===== src/rtl/float_types_pkg.sv =====
// Shared single-precision float layout used along the FPU adder pipeline.
package float_types_pkg;

    typedef struct packed {
        logic        sign;
        logic [7:0]  exponent;
        logic [22:0] mantissa;
    } float_point_num;

endpackage


===== src/rtl/sum_normalize_stage_if.sv =====
// Handshake and data bundle between the mantissa-sum stage, the normaliser and its consumer.
interface sum_normalize_stage_if #(
    parameter int EXP_W  = 8,
    parameter int MANT_W = 23
);
    logic                               valid_i;
    logic                               ready_o;
    float_types_pkg::float_point_num    answer_i;
    logic                               denorm_i;
    logic [MANT_W+1:0]                  res_mant_i;
    logic                               res_sign_i;
    logic [EXP_W-1:0]                   exp_i;
    logic                               valid_o;
    logic                               ready_i;
    float_types_pkg::float_point_num    answer_o;
    logic                               underflow_o;
    logic                               zero_o;

    // The normalisation stage itself
    modport slave (
        input  valid_i, answer_i, denorm_i, res_mant_i, res_sign_i, exp_i, ready_i,
        output ready_o, valid_o, answer_o, underflow_o, zero_o
    );

    // Surrounding pipeline: upstream producer plus downstream consumer
    modport master (
        output valid_i, answer_i, denorm_i, res_mant_i, res_sign_i, exp_i, ready_i,
        input  ready_o, valid_o, answer_o, underflow_o, zero_o
    );
endinterface


===== src/rtl/sum_normalize_stage.sv =====
// Post-sum normaliser for the FPU adder: iterative left shift with exponent decrement.
// Define SUM_NORMALIZE_LZC_EN to replace the iterative shift with a one-cycle leading-zero count.
module sum_normalize_stage #(
    parameter int EXP_W  = 8,
    parameter int MANT_W = 23
) (
    input  logic                 clk_i,
    input  logic                 rst_ni,
    sum_normalize_stage_if.slave bus
);
    import float_types_pkg::*;

    typedef enum logic [1:0] {IDLE, SHIFT, DONE} state_t;

    state_t            state_reg, state_next;
    logic [MANT_W:0]   work_mant_reg, work_mant_next;
    logic [EXP_W-1:0]  work_exp_reg, work_exp_next;
    logic              work_sign_reg, work_sign_next;
    float_point_num    answer_reg, answer_next;
    logic              underflow_reg, underflow_next;
    logic              zero_reg, zero_next;

    // Carry bit of the raw sum is always clear whenever the mantissa is consumed here.
    logic mant_carry_unused;
    assign mant_carry_unused = bus.res_mant_i[MANT_W+1];

`ifdef SUM_NORMALIZE_LZC_EN
    localparam int LZ_W = $clog2(MANT_W + 2);
    logic [LZ_W-1:0] lz_count;
    logic [MANT_W:0] shifted_mant;

    // Ascending scan: the highest set bit is the last one to write the count.
    always_comb begin
        lz_count = LZ_W'(MANT_W + 1);
        for (int i = 0; i <= MANT_W; i++) begin
            if (work_mant_reg[i]) lz_count = LZ_W'(MANT_W - i);
        end
    end
`endif

    always_ff @(posedge clk_i or negedge rst_ni) begin
        if (!rst_ni) begin
            state_reg     <= IDLE;
            work_mant_reg <= '0;
            work_exp_reg  <= '0;
            work_sign_reg <= 1'b0;
            answer_reg    <= '0;
            underflow_reg <= 1'b0;
            zero_reg      <= 1'b0;
        end else begin
            state_reg     <= state_next;
            work_mant_reg <= work_mant_next;
            work_exp_reg  <= work_exp_next;
            work_sign_reg <= work_sign_next;
            answer_reg    <= answer_next;
            underflow_reg <= underflow_next;
            zero_reg      <= zero_next;
        end
    end

    always_comb begin
        state_next     = state_reg;
        work_mant_next = work_mant_reg;
        work_exp_next  = work_exp_reg;
        work_sign_next = work_sign_reg;
        answer_next    = answer_reg;
        underflow_next = underflow_reg;
        zero_next      = zero_reg;
`ifdef SUM_NORMALIZE_LZC_EN
        shifted_mant   = '0;
`endif
        unique case (state_reg)
            IDLE: begin
                if (bus.valid_i) begin
                    underflow_next = 1'b0;
                    zero_next      = 1'b0;
                    if (!bus.denorm_i) begin
                        answer_next = bus.answer_i;
                        state_next  = DONE;
                    end else if (bus.res_mant_i[MANT_W:0] == '0) begin
                        // Exact cancellation always yields +0.
                        answer_next = '0;
                        zero_next   = 1'b1;
                        state_next  = DONE;
                    end else if (bus.exp_i == '0) begin
                        answer_next    = {bus.res_sign_i, {EXP_W{1'b0}}, bus.res_mant_i[MANT_W-1:0]};
                        underflow_next = 1'b1;
                        state_next     = DONE;
                    end else begin
                        work_mant_next = bus.res_mant_i[MANT_W:0];
                        work_exp_next  = bus.exp_i;
                        work_sign_next = bus.res_sign_i;
                        state_next     = SHIFT;
                    end
                end
            end
            SHIFT: begin
`ifdef SUM_NORMALIZE_LZC_EN
                if (EXP_W'(lz_count) < work_exp_reg) begin
                    shifted_mant = work_mant_reg << lz_count;
                    answer_next  = {work_sign_reg, work_exp_reg - EXP_W'(lz_count),
                                    shifted_mant[MANT_W-1:0]};
                end else begin
                    // Not enough exponent headroom: stop at exponent 1 and emit a subnormal.
                    shifted_mant   = work_mant_reg << (work_exp_reg - EXP_W'(1));
                    answer_next    = {work_sign_reg, {EXP_W{1'b0}}, shifted_mant[MANT_W-1:0]};
                    underflow_next = 1'b1;
                end
                state_next = DONE;
`else
                if (work_mant_reg[MANT_W]) begin
                    answer_next = {work_sign_reg, work_exp_reg, work_mant_reg[MANT_W-1:0]};
                    state_next  = DONE;
                end else if (work_exp_reg == EXP_W'(1)) begin
                    // Hidden bit never reached; the value is subnormal at this scale.
                    answer_next    = {work_sign_reg, {EXP_W{1'b0}}, work_mant_reg[MANT_W-1:0]};
                    underflow_next = 1'b1;
                    state_next     = DONE;
                end else begin
                    work_mant_next = work_mant_reg << 1;
                    work_exp_next  = work_exp_reg - EXP_W'(1);
                end
`endif
            end
            DONE: begin
                if (bus.ready_i) begin
                    underflow_next = 1'b0;
                    zero_next      = 1'b0;
                    state_next     = IDLE;
                end
            end
            default: state_next = IDLE;
        endcase
    end

    assign bus.ready_o     = (state_reg == IDLE);
    assign bus.valid_o     = (state_reg == DONE);
    assign bus.answer_o    = answer_reg;
    assign bus.underflow_o = underflow_reg;
    assign bus.zero_o      = zero_reg;

endmodule

===== src/flat_wrapper.sv =====
// flat-port wrapper written by rule: the top's interface ports become plain ports
module sum_normalize_stage_flat import float_types_pkg::*;
#(
    parameter int EXP_W  = 8,
    parameter int MANT_W = 23
)
  (clk_i, rst_ni, bus_valid_i, bus_answer_i, bus_denorm_i, bus_res_mant_i, bus_res_sign_i, bus_exp_i, bus_ready_i, bus_ready_o, bus_valid_o, bus_answer_o, bus_underflow_o, bus_zero_o);
  sum_normalize_stage_if #(.EXP_W(EXP_W), .MANT_W(MANT_W)) bus_i ();
  input  logic clk_i;
  input  logic rst_ni;
  input wire logic [$bits(bus_i.valid_i)-1:0] bus_valid_i;
  input wire logic [$bits(bus_i.answer_i)-1:0] bus_answer_i;
  input wire logic [$bits(bus_i.denorm_i)-1:0] bus_denorm_i;
  input wire logic [$bits(bus_i.res_mant_i)-1:0] bus_res_mant_i;
  input wire logic [$bits(bus_i.res_sign_i)-1:0] bus_res_sign_i;
  input wire logic [$bits(bus_i.exp_i)-1:0] bus_exp_i;
  input wire logic [$bits(bus_i.ready_i)-1:0] bus_ready_i;
  output wire logic [$bits(bus_i.ready_o)-1:0] bus_ready_o;
  output wire logic [$bits(bus_i.valid_o)-1:0] bus_valid_o;
  output wire logic [$bits(bus_i.answer_o)-1:0] bus_answer_o;
  output wire logic [$bits(bus_i.underflow_o)-1:0] bus_underflow_o;
  output wire logic [$bits(bus_i.zero_o)-1:0] bus_zero_o;
  assign bus_i.valid_i = bus_valid_i;
  assign bus_i.answer_i = bus_answer_i;
  assign bus_i.denorm_i = bus_denorm_i;
  assign bus_i.res_mant_i = bus_res_mant_i;
  assign bus_i.res_sign_i = bus_res_sign_i;
  assign bus_i.exp_i = bus_exp_i;
  assign bus_i.ready_i = bus_ready_i;
  assign bus_ready_o = bus_i.ready_o;
  assign bus_valid_o = bus_i.valid_o;
  assign bus_answer_o = bus_i.answer_o;
  assign bus_underflow_o = bus_i.underflow_o;
  assign bus_zero_o = bus_i.zero_o;
  sum_normalize_stage #(.EXP_W(EXP_W), .MANT_W(MANT_W)) u_core (.clk_i(clk_i), .rst_ni(rst_ni), .bus(bus_i));
endmodule

===== config.mk =====
export PLATFORM = sky130hd
export DESIGN_NAME = sum_normalize_stage_flat
export DESIGN_NICKNAME = d
export VERILOG_FILES = /design/src/rtl/float_types_pkg.sv /design/src/rtl/sum_normalize_stage_if.sv /design/src/rtl/sum_normalize_stage.sv /design/src/flat_wrapper.sv
export SDC_FILE = /design/constraint.sdc
export NUM_CORES = 1
export LEC_CHECK = 0
export CAP_MARGIN = 20
export CORE_MARGIN = 10
export CORE_UTILIZATION = 40
export CTS_BUF_LIST = sky130_fd_sc_hd__clkbuf_16
export CTS_CLUSTER_SIZE = 10
export DETAILED_ROUTE_END_ITERATION = 10
export PLACE_DENSITY = 0.69
export RECOVER_POWER = 50
export SYNTH_ARGS = -nofsm -noshare
export SYNTH_HDL_FRONTEND = slang
export SYNTH_SLANG_ARGS = --single-unit

===== constraint.sdc =====
create_clock -name clk_i -period 2.21 [get_ports clk_i]
set_input_delay 0.5525 -clock clk_i [delete_from_list [all_inputs] [get_ports clk_i]]
set_output_delay 0.5525 -clock clk_i [all_outputs]
set_load 0.005 [all_outputs]

==> Word-level counts from Yosys, hierarchy flattened <==
Index checks and enable logic that the tools add are counted.
{ "totals": {"output_inout_bits": 36, "inputBits": 71, "elab_cells": 80, "regBits": 69} }
{ "op_classes": {"n_mux": 41, "bitwise_logic": 2, "reduce_logical": 13, "addsub": 1, "eq_ne": 13} }
{ "op_table": {"columns": ["operator", "count"], "rows": [
  ["32-bit 2-to-1 mux", 6],
  ["24-bit 2-to-1 mux", 6],
  ["32-bit one-hot mux with 2 select lines", 1],
  ["8-bit 2-to-1 mux", 6],
  ["24-bit one-hot mux with 2 select lines", 1],
  ["24-bit logical NOT", 1],
  ["8-bit one-hot mux with 2 select lines", 1],
  ["5-bit AND reduction", 3],
  ["2-bit 2-to-1 mux", 7],
  ["2-bit != test (second input constant)", 7],
  ["1-bit 2-to-1 mux", 10],
  ["8-bit by 1-bit == test with 1-bit output (second input constant)", 1],
  ["8-bit logical NOT", 1],
  ["8-bit by 1-bit subtractor with 8-bit output (second input constant)", 1],
  ["7-bit AND reduction", 1],
  ["2-bit one-hot mux with 3 select lines", 1],
  ["3-bit AND reduction", 2],
  ["4-bit by 2-bit != test with 1-bit output (second input constant)", 1],
  ["4-bit AND reduction", 1],
  ["2-bit nonzero test", 2],
  ["3-bit by 1-bit != test with 1-bit output (second input constant)", 1],
  ["1-bit one-hot mux with 3 select lines", 1],
  ["3-bit nonzero test", 1],
  ["2-bit by 1-bit == test with 1-bit output (second input constant)", 1],
  ["other kinds (5)", 6]
]} }

==> Logic depth before layout (Yosys ltp) <==
{ "logic_depth": {"depth_word": 6, "ltp_mapped": 10, "ltp_nobuf": 8} }

==> Worst setup path after synthesis <==
Ideal clock, no wire load.
{ "synth_timing": {"path_type": "in2reg", "startpoint": "input bus_exp_i[3]", "endpoint": "register u_core.answer_reg, in the netlist u_core.bus.answer_o[0]", "arrival_ps": 2125, "setup_time_ps": 92, "path_stages": 6, "path_slack_ps": -7, "path_buffers": 2, "required_ps": 2118, "path_cell_list": "or4_1 > or2_1 > a211o_1 > buf_6 > buf_6 > o31ai_2"} }
{ "synth_via": {"elab_chain_len": 3} }
{ "synth_rtl": {"columns": ["element", "line", "source"], "rows": [
  ["start, declared", "flat_wrapper.sv:16", "input wire logic [$bits(bus_i.exp_i)-1:0] bus_exp_i;"],
  ["8-bit logical NOT", "sum_normalize_stage.sv:85", "end else if (bus.exp_i == '0) begin"],
  ["4-bit by 2-bit != test with 1-bit output (no source line)", null, null],
  ["4-bit AND reduction (no source line)", null, null],
  ["end signal, assigned", "sum_normalize_stage.sv:55", "answer_reg <= answer_next;"],
  ["end, declared", "sum_normalize_stage.sv:19", "float_point_num answer_reg, answer_next;"]
]} }
No other way between the ends.
A chain may end at the register's enable or synchronous reset.

==> Worst setup path after layout <==
{ "layout_timing": {"startpoint": "input bus_exp_i[7]", "endpoint": "register u_core.answer_reg, in the netlist u_core.bus.answer_o[1]"} }
Same word-level chain as after synthesis.

==> qor.csv <==
metric,value,unit
outcome,finished with violations,
violations,"max-capacitance violations, max-slew violations",
syn_area,0.00383,mm²
switching_share,39.8,%
vias,4224,
p_leak,0.00279,µW
r2r_slack,100,ps
n_fill_cell,726,
port_buffers,105,
fin_crit,2180,ps
gp_routability_congestion,0.947,
syn-mean-instance-area,8.78,µm²
antenna_found_initial,0,
hp-start,u_core.bus.answer_o[6],
ys_seq_area_share,45.1,%
mostFrequentLayoutCells,"69 x dfrtp_1, 64 x buf_4, 57 x clkdlybuf4s50_1, 51 x a21oi_1, 34 x nand2_1",
overflow,0,
via_per_inst,5.72,
setup.worst_path.end_class,flip-flop,
setup_viol,0,
power.internal,5290,µW
largest_reg_flops,32,
die_h,118,µm
setup_tns,0,ps
fin_crit_sh,98.7,%
ir_drop,0.788,mV
dr.pass1.iters,6,
nets,680,
max-slew-margin-rel,-15.1,%
yosys_warnings,0,
power_frac_seq,26.8,%
num_antenna_cells,0,
synth_seq_cells,69,
grt_pass1_wl,22800,µm
cts_sinks,69,
track_usage,20.1,%
synth_edf_count,0,
r2r_start,u_core.work_exp_reg[1],
die-area,0.0139,mm²
grt_max_degree,70,
cts.reportedPaths.clkPinSlew,60,ps
drive_above_1_share,27.9,%
pwr-share-comb,55.7,%
regArea,0.00173,mm²
multi_input_area,0.00223,mm²
power_density,1390,mW/mm²
hold_viol,0,
drc,0,
die_w,118,µm
drt_iter0_drc,323,
p_sw,3500,µW
fp-row-count,35,
hold-path-cell-count,2,
async_reset_ff_share,100,%
coreArea,0.00928,mm²
grt_pass1_vias,4310,
insertion_delay,340,ps
worst_slew_pin_slew,1730,ps
root_buffer,clkbuf_16,
r2r_cells,10,
wl,14700,µm
maxCapViolCount,1,
hold_end,u_core.bus.answer_o[6],
ios,107,
path_class,in -> reg,
ys_types,56,
ctsLongestPathBuffers,2,
syn2layout_area_growth,65.4,%
path_max_fanout,5,
ys.flop_type,dfrtp_1,
fmax,459,MHz
clockPowerShare,17.5,%
htree_levels,3,
cts_tree,built,
drv_slew,70,
syn_nets,512,
initial_core_util,41.2,%
post-dp-hpwl,9770,µm
dp.cells,708,
worstReg2RegEnd,u_core.bus.answer_o[1],
crit_arrival,2390,ps
required,2420,ps
cts_made_buffers,9,
start_kind,input pin,
hold_path.class,reg -> reg,
ant_nets,0,
stdcell_count,738,
wl_per_cell,19.9,µm
layout_commonest_cell,dfrtp_1,
fin_skew,6.22,ps
syn_inst,436,
==> power groups by stage <==
| stage | Sequential (µW) | Clock (µW) | Combinational [µW] |
|---|---|---|---|
| after floorplan | 2220 | 0 | 1960 |
| after global placement | 2250 | 0 | 3500 |
| after detailed placement | 2280 | 0 | 3610 |
| after CTS | 2310 | 1550 | 4600 |
| after global routing | 2420 | 1600 | 5280 |
| final | 2360 | 1540 | 4900 |
==> worst max path at each step <==
stage / from / endpoint / slack (ps) / cells past startpoint
floorplan: bus_exp_i[3] / u_core.bus.answer_o[0] / 10 / 6
global placement: bus_exp_i[3] / u_core.work_exp_reg[7] / -540 / 7
detailed placement: bus_res_mant_i[19] / u_core.bus.answer_o[8] / -590 / 9
global route: bus_res_mant_i[23] / u_core.work_mant_reg[19] / -10 / 12
finish: bus_exp_i[7] / u_core.bus.answer_o[1] / 30 / 8
CTS: bus_res_mant_i[10] / u_core.bus.answer_o[1] / 3 / 8
==> timing repair <==
| item | CTS | global route |
|---|---|---|
| resized for setup | 97 | 54 |
| cloned | 4 | 1 |
| setup endpoints to repair | 67 | 61 |
| hold buffers | 0 | 0 |
| pin swaps | 23 | 26 |
| setup buffers | 8 | 3 |
==> logic make-up after synthesis <==
logic type / after synthesis / share of synthesized area [%]
mux: 10 / 2.65
fa+ha+maj: 5 / 1.63
flops: 69 / 45.1
buf+inv: 60 / 6.63
simple gates: 123 / 15.3
compound gates: 169 / 28.7
==> synthesized netlist by cell type (5+ instances only) <==
master    count  area share, %
a21boi_0     15            2.9
a21oi_1      52            6.8
a22oi_1       8            1.6
buf_2        10            1.3
clkbuf_1     14            1.4
dfrtp_1      69             45
ha_1          5            1.6
inv_1        31            3.0
mux2i_1       9            2.4
nand2_1      49            4.8
nand3_1       5           0.65
nor2_1       32            3.1
nor3_1        8            1.0
o21ai_0      32            4.2
o22ai_1      23            3.8
o31ai_1       7            1.4
o31ai_2      10            3.3
==> metrics by stage <==
stage / total power [µW] / hold slack [ps] / cell area, µm² / setup WS (ps) / utilization, %
2_1_floorplan: 4180 / 257 / 3830 / 11.1 / -
3_3_place_gp: 5750 / 452 / 5480 / -543 / 59.0
3_5_place_dp: 5890 / 455 / 5480 / -590 / 59.0
4_1_cts: 8460 / 259 / 6170 / 3.03 / 66.5
5_1_grt: 9300 / 498 / 6330 / -13.9 / 68.2
6_report: 8790 / 472 / 6330 / 29.3 / 68.2
==> routing by layer <==
layer  part of all wire, %  track usage, %  vias up  wire [µm]
li1                      -               -     1920          -
met1                    40            23.7     2037       5790
met2                    49            33.4      222       7200
met3                   7.4            4.80       45       1080
met4                   3.9            10.0        0        577
met5                     0               0        -          0
==> final cells by class <==
class	instances	area share, %
clock buffer	9	3.56
inverter	31	1.84
sequential	69	27.3
multi-input combinational	307	35.3
clock inverter	7	1.42
timing repair buffer	186	28.1
tap	129	2.55
==> worst max-delay path, cell delays in order <==
cell and delay, ps:
clkdlybuf4s15_2 190, or4_4 560, or2_4 260, a211o_4 360, buf_12 160, buf_16 140
nand2_4 90, o31ai_4 70
Note: power is estimated with default switching activity, not from simulation.
==> RTL change 1 (config.mk and constraints unchanged) <==
The option `SUM_NORMALIZE_LZC_EN` is turned on by a define.
--- a/src/rtl/sum_normalize_stage.sv
+++ b/src/rtl/sum_normalize_stage.sv
@@ -2,2 +2,4 @@
 // Define SUM_NORMALIZE_LZC_EN to replace the iterative shift with a one-cycle leading-zero count.
+`define SUM_NORMALIZE_LZC_EN
+
 module sum_normalize_stage #(
Function: changed (Yosys sat finds a counterexample within 4 cycles, from zero or initial values and one cycle with rst_ni low).
==> RTL change 1 against the original RTL <==
The run ends with capacitance limit, slew limit, setup timing left. Design area increased by 48%. Wire length increased by 73%. Sequential power increased by 2%. Sequential cell count unchanged. Clock power increased by 4%. Worst hold slack improved by 0.039 ns. Area after synthesis increased by 35%. Clock skew increased by 0.0034 ns. Non-clock buffer count increased by 163. Highest routed layer unchanged. Synthesized cell count increased by 29%. Worst setup slack got worse by 2.2 ns. Total power increased by 110%. Utilization increased by 5.9 points.
==> RTL change 1: results (changes against the original RTL) <==
Family with the most delay on the worst path: compound AO/OA/AOI/OAI gates
Met2 Track Usage GR: 45.3% (+12 points)
Result of the run: finished with violations
Share of cell area taken by muxes after synthesis: 14.5% (+12 points)
Highest ir drop seen on vdd: 995 uV (+26%)
Length of routed met3 wiring: 2.00 mm (+85%)
Number of failing setup endpoints in the final timing report: 65 (+65)
Distinct cells, synth: 79 (+41%)
Worst-case clock skew: 0.00959 ns (+0.00337 ns)
Cells after synthesis: 563 (+29%)
Synth cell count leaders: 69 x sky130_fd_sc_hd__dfrtp_1, 60 x sky130_fd_sc_hd__nor2_1, 39 x sky130_fd_sc_hd__nand2_1
Startpoint of the worst-slack reg-to-reg timing path: u_core.work_mant_reg[4]
Arr. time, crit path: 4.59 ns (+2.20 ns)
Vias in the first global route: 6574 (+53%)
RR Endpoint: u_core.bus.answer_o[13]
Violation count after the first detailed-route iteration: 677 (+110%)
Filler-free cell count of the finished design: 1065 (+44%)
DP HPWL: 17.9 mm (+83%)
Power consumed by the clock network: 0.00160 W (+4%)
Tightest hold margin: 0.510 ns (+0.0385 ns)
Layout filler cell count: 913 (+26%)
Number of max-capacitance violations reported: 1 (unchanged)
Smallest setup slack after layout: -2.16 ns (-2.19 ns)
Fraction of the mapped netlist area in adder cells: 2.80% (+1.2 points)
Violated checks: capacitance limit, slew limit, setup timing
Post-route setup TNS: -67.22 ns (-67.22 ns)
Logic depth of the worst register-to-register path: 22 (+12)
Slew of the pin with the lowest slew margin: 1.81 ns (+0.0867 ns)
Wire length of the first global-routing pass: 38.0 mm (+66%)
Power Density: 1920 nW/um2 (+38%)
Placer congestion estimate: 0.952 (+0.49%)
Fraction of the yosys area taken by sequential cells: 33.3% (-12 points)
Slowest cell delay on critical path: 0.43 ns (-0.13 ns)
Vias per inst: 5.97 (+4.2%)
Beginning of the worst hold path: u_core.bus.answer_o[31]
Final-report max-slew violation count: 70 (unchanged)
Worst Hold Path EP: u_core.bus.answer_o[31]
Cell types occupying the most area after synthesis: sky130_fd_sc_hd__dfrtp_1 33%, sky130_fd_sc_hd__mux2i_1 7.1%, sky130_fd_sc_hd__mux2_2 7.0%
Met3 Use GR: 5.97% (+1.2 points)
Fraction of final layout cells with drive strength greater than 1: 48.6% (+21 points)
Routed wirelength normalized by instance count: 23.9 um (+20%)
Fin nets: 970 (+43%)
Post-synthesis share of cell area spent on xor and xnor gates: 1.69% (+1.7 points)
Critical-path cell with the highest stage delay: sky130_fd_sc_hd__dfrtp_1
Total routed wire length on the met1 layer: 9.72 mm (+68%)
Post-synthesis compound-gate area fraction: 25.0% (-3.6 points)
Number of instances in the placed design: 994 (+40%)
Internal Dissipation: 0.0102 W (+93%)
==> RTL change 1: final cells by class <==
class	count	area, um2	area share, %
tap	172	215	2.29
multi-input combinational	443	3920	41.8
sequential	69	1730	18.4
clock inverter	7	88.8	0.946
inverter	16	60.1	0.639
timing repair buffer	349	3160	33.6
clock buffer	9	225	2.40
==> RTL change 1: worst max path at each step <==
stage	start	slack, ns	endpoint
CTS	u_core.work_mant_reg[1]	-1.93	u_core.bus.answer_o[13]
finish	u_core.work_mant_reg[4]	-2.16	u_core.bus.answer_o[13]
global route	u_core.work_mant_reg[4]	-2.28	u_core.bus.answer_o[15]
floorplan	u_core.work_mant_reg[1]	-1.77	u_core.bus.answer_o[7]
global placement	u_core.work_mant_reg[1]	-2.18	u_core.bus.answer_o[21]
detailed placement	u_core.work_mant_reg[1]	-2.21	u_core.bus.answer_o[21]
==> RTL change 1: repair_timing <==
action,CTS,global route
endpoints found under the setup margin,70,67
hold buffers,0,0
resized for setup,186,69
pin swaps,47,32
gates cloned,7,0
buffers inserted,34,24
==> RTL change 2 (config.mk and constraints unchanged) <==
Without the edit above. Reset style: synchronous (`rst_ni`), changed in one clocked block.
--- a/src/rtl/sum_normalize_stage.sv
+++ b/src/rtl/sum_normalize_stage.sv
@@ -40,3 +40,3 @@
 
-    always_ff @(posedge clk_i or negedge rst_ni) begin
+    always_ff @(posedge clk_i) begin
         if (!rst_ni) begin
Behaviour: differs if rst_ni is asserted again (counterexample within 4 cycles, from zero or initial values and one cycle with rst_ni low); with rst_ni held inactive, the same outputs for 4 cycles.
==> RTL change 2 against the original RTL <==
Count of clock-buffer cells in the layout did not move. Sequential share of layout area fell by 4.2 points. Wire length fell by 5.2%. Highest routed layer unchanged. Worst setup slack improved by 0.020 ns. Sequential cell count did not move. Clock skew barely moved. Design area fell by 5.4%. Area after synthesis rose by 4.6%. Critical endpoint is now u_core.work_mant_reg[15].
Power is not compared: it rests on default switching activity, and its combinational part moved more than twofold at a synthesized area within 25%.
==> RTL change 2: results (changes against the original RTL) <==
Result of the run: complete, no violations
Synthesized area per cell: 8.04 um2 (-8.4%)
Distinct cells, synth: 58 (+3.6%)
Length of routed met3 wiring: 1.09 mm (+0.92%)
Fin nets: 711 (+4.6%)
Slew of the pin with the lowest slew margin: 0.580 ns (-1.15 ns)
Vias in the first global route: 4548 (+5.5%)
Vias per inst: 5.74 (+0.24%)
Fraction of the mapped netlist area in adder cells: 1.56% (-0.072 points)
Placer congestion estimate: 0.916 (-3.3%)
Share of cell area taken by muxes after synthesis: 6.28% (+3.6 points)
Logic depth of the worst register-to-register path: 7 (-3)
Violation count after the first detailed-route iteration: 340 (+5.3%)
Worst-case clock skew: 0.00597 ns (-0.000250 ns)
Largest net degree at the start of global routing: 76 (+8.6%)
Final-report max-slew violation count: 0 (-100%)
Slowest cell delay on critical path: 0.59 ns (+0.03 ns)
Number of vias in the routed layout: 4435 (+5.0%)
Met3 Use GR: 4.69% (-0.11 points)
Number of instances in the placed design: 757 (+6.9%)
Largest driver fanout on the critical path: 12 (+7)
Wire length on met2: 6.73 mm (-6.6%)
Cell type contributing the most total cell area after synthesis: sky130_fd_sc_hd__dfxtp_1
Wire length of the first global-routing pass: 22.7 mm (-0.42%)
Cell types occupying the most area after synthesis: sky130_fd_sc_hd__dfxtp_1 34%, sky130_fd_sc_hd__nand2_1 7.9%, sky130_fd_sc_hd__nand4_1 7.0%
Worst Hold Path EP: u_core.bus.answer_o[17]
Global-route total usage across every layer: 19.0% (-1.1 points)
Met2 Track Usage GR: 31.1% (-2.2 points)
Source of the critical timing path: bus_exp_i[4]
DP HPWL: 10.2 mm (+4.1%)
Met1 capacity usage during global routing: 23.3% (-0.39 points)
Post-synthesis compound-gate area fraction: 29.3% (+0.67 points)
Total routed wire length on the met1 layer: 5.77 mm (-0.35%)
## RTL change 2: cell count changes after synthesis, moves of 21 or more
cell	before	now
sky130_fd_sc_hd__dfrtp_1	69	0
sky130_fd_sc_hd__dfxtp_1	0	69
sky130_fd_sc_hd__nor2_1	32	7
sky130_fd_sc_hd__o22ai_1	23	2
sky130_fd_sc_hd__o21ai_0	32	54
sky130_fd_sc_hd__nand2_1	49	84
sky130_fd_sc_hd__inv_1	31	8
sky130_fd_sc_hd__nand4_1	2	45
sky130_fd_sc_hd__a21oi_1	52	17
sky130_fd_sc_hd__clkbuf_1	14	36
sky130_fd_sc_hd__o2bb2ai_1	0	22
## RTL change 2: worst min-delay path, cell delays in order, from the launching register on
cell and delay (ns):
sky130_fd_sc_hd__dfxtp_1 0.30, sky130_fd_sc_hd__nand2_1 0.05, sky130_fd_sc_hd__o21ai_1 0.05
## RTL change 2: timing repair
item | in CTS | in global routing
pin swaps | 1 | 4
setup endpoints to repair | 66 | 59
buffers inserted | 0 | 0
resized for setup | 9 | 20
endpoints found under the hold margin | 0 | 0
## RTL change 2: layout make-up
type,count,area [um2],area share [%]
inverter,9,33.8,0.564
tap,133,166,2.78
clock buffer,9,225,3.76
multi-input combinational,370,2450,40.9
timing repair buffer,176,1670,27.9
sequential,69,1380,23.1
clock inverter,7,66.3,1.11
## RTL change 2: stage by stage
stage / worst slack, ns / area, um2 / total power (W) / hold WS, ns
after floorplan: 0.0900 / 4010 / 0.00293 / 0.429
after global placement: -0.504 / 5600 / 0.00386 / 0.437
after detailed placement: -0.495 / 5600 / 0.00393 / 0.440
after CTS: -0.00524 / 5910 / 0.00535 / 0.449
after global routing: -0.00281 / 5990 / 0.00566 / 0.467
final: 0.0497 / 5990 / 0.00536 / 0.443
